**config.mk**
```make
export PLATFORM = sky130hd
export DESIGN_NAME = stream_demux_2
export DESIGN_NICKNAME = d
export VERILOG_FILES = /design/src/rtl/stream_demux_2.sv
export SDC_FILE = /design/constraint.sdc
export NUM_CORES = 1
export LEC_CHECK = 0
export BUFFER_PORTS_ARGS = -buffer_cell sky130_fd_sc_hd__buf_2
export CORE_MARGIN = 1
export CORE_UTILIZATION = 45
export DETAILED_ROUTE_END_ITERATION = 8
export PLACE_DENSITY = 0.67
export SLEW_MARGIN = 25
export SYNTH_ARGS = -nofsm -noshare
export SYNTH_HDL_FRONTEND = slang
export SYNTH_SLANG_ARGS = --single-unit
export TNS_END_PERCENT = 100
```
**constraint.sdc**
```tcl
create_clock -name Clock -period 2.18 [get_ports Clock]
set_input_delay 0.218 -clock Clock [delete_from_list [all_inputs] [get_ports Clock]]
set_output_delay 0.218 -clock Clock [all_outputs]
set_load 0.005 [all_outputs]
```
**src/rtl/stream_demux_2.sv**
```systemverilog
// ============================================================================
// Module   : stream_demux_2
// Purpose  : 1-to-2 valid/ready stream demultiplexer with a 2-entry FIFO per output.
// Revision : 1.0 - initial release
// ============================================================================
`default_nettype none

module stream_demux_2 #(
  parameter int NrOfBits = 32
) (
  input  logic                Clock,
  input  logic                Reset,
  input  logic                Enable,
  input  logic [NrOfBits-1:0] DemuxIn,
  input  logic                Sel,
  input  logic                InValid,
  output logic                InReady,
  output logic [NrOfBits-1:0] DemuxOut_0,
  output logic                OutValid_0,
  input  logic                OutReady_0,
  output logic [NrOfBits-1:0] DemuxOut_1,
  output logic                OutValid_1,
  input  logic                OutReady_1,
  output logic [1:0]          Level_0,
  output logic [1:0]          Level_1
);

  localparam logic [1:0] c_full = 2'd2;

  logic [1:0]                w_push;
  logic [1:0]                w_out_ready;
  logic [1:0][1:0]           w_level;
  logic [1:0][NrOfBits-1:0]  w_head;
  logic                      w_accept;

  // Ready depends only on the selected FIFO so the other output can stall freely.
  assign InReady     = Enable & Reset & (Sel ? (w_level[1] != c_full) : (w_level[0] != c_full));
  assign w_accept    = InValid & InReady;
  assign w_push      = {w_accept & Sel, w_accept & ~Sel};
  assign w_out_ready = {OutReady_1, OutReady_0};

  for (genvar k = 0; k < 2; k++) begin : g_fifo
    logic [NrOfBits-1:0] r_mem0;
    logic [NrOfBits-1:0] r_mem1;
    logic                r_wr_ptr;
    logic                r_rd_ptr;
    logic [1:0]          r_level;
    logic                w_pop;

    assign w_pop = (r_level != 2'd0) & w_out_ready[k];

    always_ff @(posedge Clock or negedge Reset) begin
      if (!Reset) begin
        r_mem0   <= '0;
        r_mem1   <= '0;
        r_wr_ptr <= 1'b0;
        r_rd_ptr <= 1'b0;
        r_level  <= 2'd0;
      end else begin
        if (w_push[k]) begin
          if (r_wr_ptr) r_mem1 <= DemuxIn;
          else          r_mem0 <= DemuxIn;
          r_wr_ptr <= ~r_wr_ptr;
        end
        if (w_pop) r_rd_ptr <= ~r_rd_ptr;
        // Push and pop together leave the occupancy unchanged.
        case ({w_push[k], w_pop})
          2'b10:   r_level <= r_level + 2'd1;
          2'b01:   r_level <= r_level - 2'd1;
          default: r_level <= r_level;
        endcase
      end
    end

    assign w_level[k] = r_level;
    assign w_head[k]  = r_rd_ptr ? r_mem1 : r_mem0;
  end

  assign DemuxOut_0 = w_head[0];
  assign DemuxOut_1 = w_head[1];
  assign Level_0    = w_level[0];
  assign Level_1    = w_level[1];
  assign OutValid_0 = (w_level[0] != 2'd0);
  assign OutValid_1 = (w_level[1] != 2'd0);

endmodule

`default_nettype wire

```
==> results.md <==
- Status: finished, final reports clean
- Static leakage: 0.00361 uW
- Clock group share of total power: 25.0%
- RSZ-0062 raised after global routing: no
- Power Internal: 8290 uW
- Post-Synthesis Net Count: 420
- Reg clk slew, reported paths: 0.06 ns
- Hold Violations, Final: 0
- Crit-path max FO: 137
- Die span in x: 118 um
- Flop pwr share: 38.7%
- Clock Skew: 0.00376 ns
- Pins Over Slew Limit: 0
- Die Height: 118 um
- Initial DRC count: 153
- Max VDD drop: 669 uV
- Vias in the first global route: 3736
- Most frequent cells after synthesis: mux2_2, dfrtp_1, mux2_4
- Fmax: 478 MHz
- Bufs and invs on worst path: 4
- Number of synthesized flops with an enable pin: 0
- Worst hold path class: in2reg
- Routed WL per cell: 17.4 um
- Seq cells post-synth: 136
- FF/Latch Area: 3410 um2
- Cell variety after synth: 23
- Rel. slew slack: 54.4%
- # setup viols final: 0
- H-tree depth: 4
- Combinational Power Share: 36.3%
- Hold slack: 0.0625 ns
- Post-layout power: 11500 uW
- Share of the synthesized area in the top cell type: 56.3%
- Fin crit share: 95.9%
- CTS Buffer Depth: 2
- ANT cells: 0
- DRC: 0
- Site Rows: 41
- Worst path slowest cell: dlygate4sd3_1
- Die area: 13900 um2
- Worst-Margin Slew: 0.685 ns
- Routed vias: 3461
- Post-CTS setup buffer count: 0
- CTS tree: done
- WL final: 11900 um
- Max-cap violations: 0
- Mapped Area: 6040 um2
- Largest net degree at the start of global routing: 138
- Post-DP HPWL: 7720 um
- CTS Sinks: 136
- Clk root buf: clkbuf_16
- Setup_tns: 0 ns
- Fin nets: 540
- WS Path Type: in2out
- GRT Util Overall: 18.7%
- Initial antenna violation count: 0
- Synth top area cells: dfrtp_1, mux2_2, mux2_4
- Worst-path cell chain: dlygate4sd3_1 -> buf_6 -> buf_16 -> and3_1 -> buf_2
- Sequential cell area fraction in the yosys report: 56.3%
- WP data arrival: 1.87 ns
- Multi-input logic area: 2550 um2
- Top-count cell post-synth: mux2_2
- Vias per cell: 5.07
- Layout cells sized above 1: 68.1%
- Worst Path Required: 1.96 ns
- Post-layout min period: 2.09 ns
- Synth Flop Type: dfrtp_1
- GRT overflow: 0
- Synth Warn #: 0
- CTS Buf Count: 17
- Switching Fraction: 27.8%
- Antenna-violating nets left: 0
- Worst-Skew Late Latency: 0.41 ns
- Initial core utilization: 46.9%
- Post-Syn Instances: 379
- Fill cells: 1014
- RePlAce Congestion: 0.705
- First-pass GRT wire length: 19700 um
- Cell family with most CP delay: buffers and inverters
- CP endpoint kind: output port
- Area Overhead vs Synth: 24.0%
- Core area: 12900 um2
- CP startpoint kind: input port
- Max incr delay on CP: 0.55 ns
- Area leader, netlist: dfrtp_1
- Ys async rst share: 100%
- Cell Pwr Density: 1530 nW/um2
- # IOs: 110
- Port bufs: 109
- Post-layout util: 58.2%
- Total iterations of the first detailed-routing run: 4
- Avg Synthesized Cell Area: 15.9 um2
- Net switching power: 3190 uW
layout by cell type (no fill, tap or decap), drive strengths merged, types with 3 or more instances in the layout:
master and n:
mux2 192, dfrtp 136, xnor2 6, clkbuf 22, bufinv 3, buf 121
clkinv 5, xor2 4
cell type report:
class / instances / share of cell area, %
Sequential cell: 136 / 45.5
Multi-Input combinational cell: 222 / 34.0
Timing Repair Buffer: 122 / 9.64
Clock buffer: 22 / 6.33
Tap cell: 172 / 2.87
Clock inverter: 9 / 1.64
flip-flops by register name, indices dropped and copies added, names as in the netlist:
register         cells
g_fifo.r_rd_ptr      2
Level_0              2
Level_1              2
g_fifo.r_wr_ptr      2
g_fifo.r_mem0       64
g_fifo.r_mem1       64
power by group through the flow:
stage	sequential, uW	clock, uW	combinational (uW)
final	4440	2870	4160
after global routing	4630	3070	4510
after CTS	4460	2940	4250
after detailed placement	4480	0	4220
after global placement	4390	0	4120
after floorplan	4220	0	2790
worst reg2reg max path: cells and delay by family (launching register included):
kind	cells	cell delay, ns
buffers and inverters	1	0.26
DFF	1	0.40
muxes	1	0.34
and+or+nand+nor	2	0.76
worst paths after layout:
path,slack (ns),startpoint,cells after the start,endpoint
setup / recovery,0.09,Reset,5,InReady
hold / removal,0.06,DemuxIn[5],2,g_fifo[1].r_mem1[5]$_DFFE_PN0P_
setup reg to reg,0.30,Level_0[1]$_DFFE_PN0P_,4,g_fifo[0].r_mem0[14]$_DFFE_PN0P_
hold reg to reg,0.48,g_fifo[1].r_mem1[5]$_DFFE_PN0P_,1,g_fifo[1].r_mem1[5]$_DFFE_PN0P_
max in group asynchronous,1.13,Reset,3,g_fifo[1].r_rd_ptr$_DFFE_PN0P_
min in group asynchronous,0.47,Reset,3,g_fifo[1].r_mem0[6]$_DFFE_PN0P_
through the flow:
step                      instance area, um2  cells  setup WS (ns)
final                                   7490    683         0.0891
after global routing                    7490    683         0.0254
after CTS                               7480    683         0.0538
after detailed placement                6880    651          0.264
after global placement                  6880    651          0.291
after floorplan                         6040    379          0.448
kinds of logic (layout without fill, tap and decap cells):
| group | count (synthesis) | count (layout) | share of synthesized area (%) |
|---|---|---|---|
| XOR/XNOR | 10 | 10 | 1.45 |
| AND/OR/NAND/NOR | 17 | 17 | 2.11 |
| adder cells (fa/ha/maj) | 2 | 2 | 0.414 |
| multiplexers | 193 | 193 | 37.8 |
| buffers and inverters | 21 | 153 | 1.88 |
| flip-flops | 136 | 136 | 56.3 |
repair_timing:
| item | 4_1_cts | 5_1_grt |
|---|---|---|
| gates resized for setup | 0 | 1 |
| endpoints found under the setup margin | 0 | 1 |
| hold buffers | 1 | 0 |
| endpoints found under the hold margin | 136 | 0 |
layer usage:
metal | share of wire (%) | up-vias | global-route usage (%) | routed length, um
met4 | 1.1 | 0 | 6.01 | 128
met5 | 0 | - | 0 | 0
met1 | 44 | 1772 | 23.5 | 5280
li1 | - | 1593 | - | -
met2 | 49 | 82 | 29.6 | 5820
met3 | 5.7 | 14 | 7.07 | 679
Power figures use the tool's default switching activity.
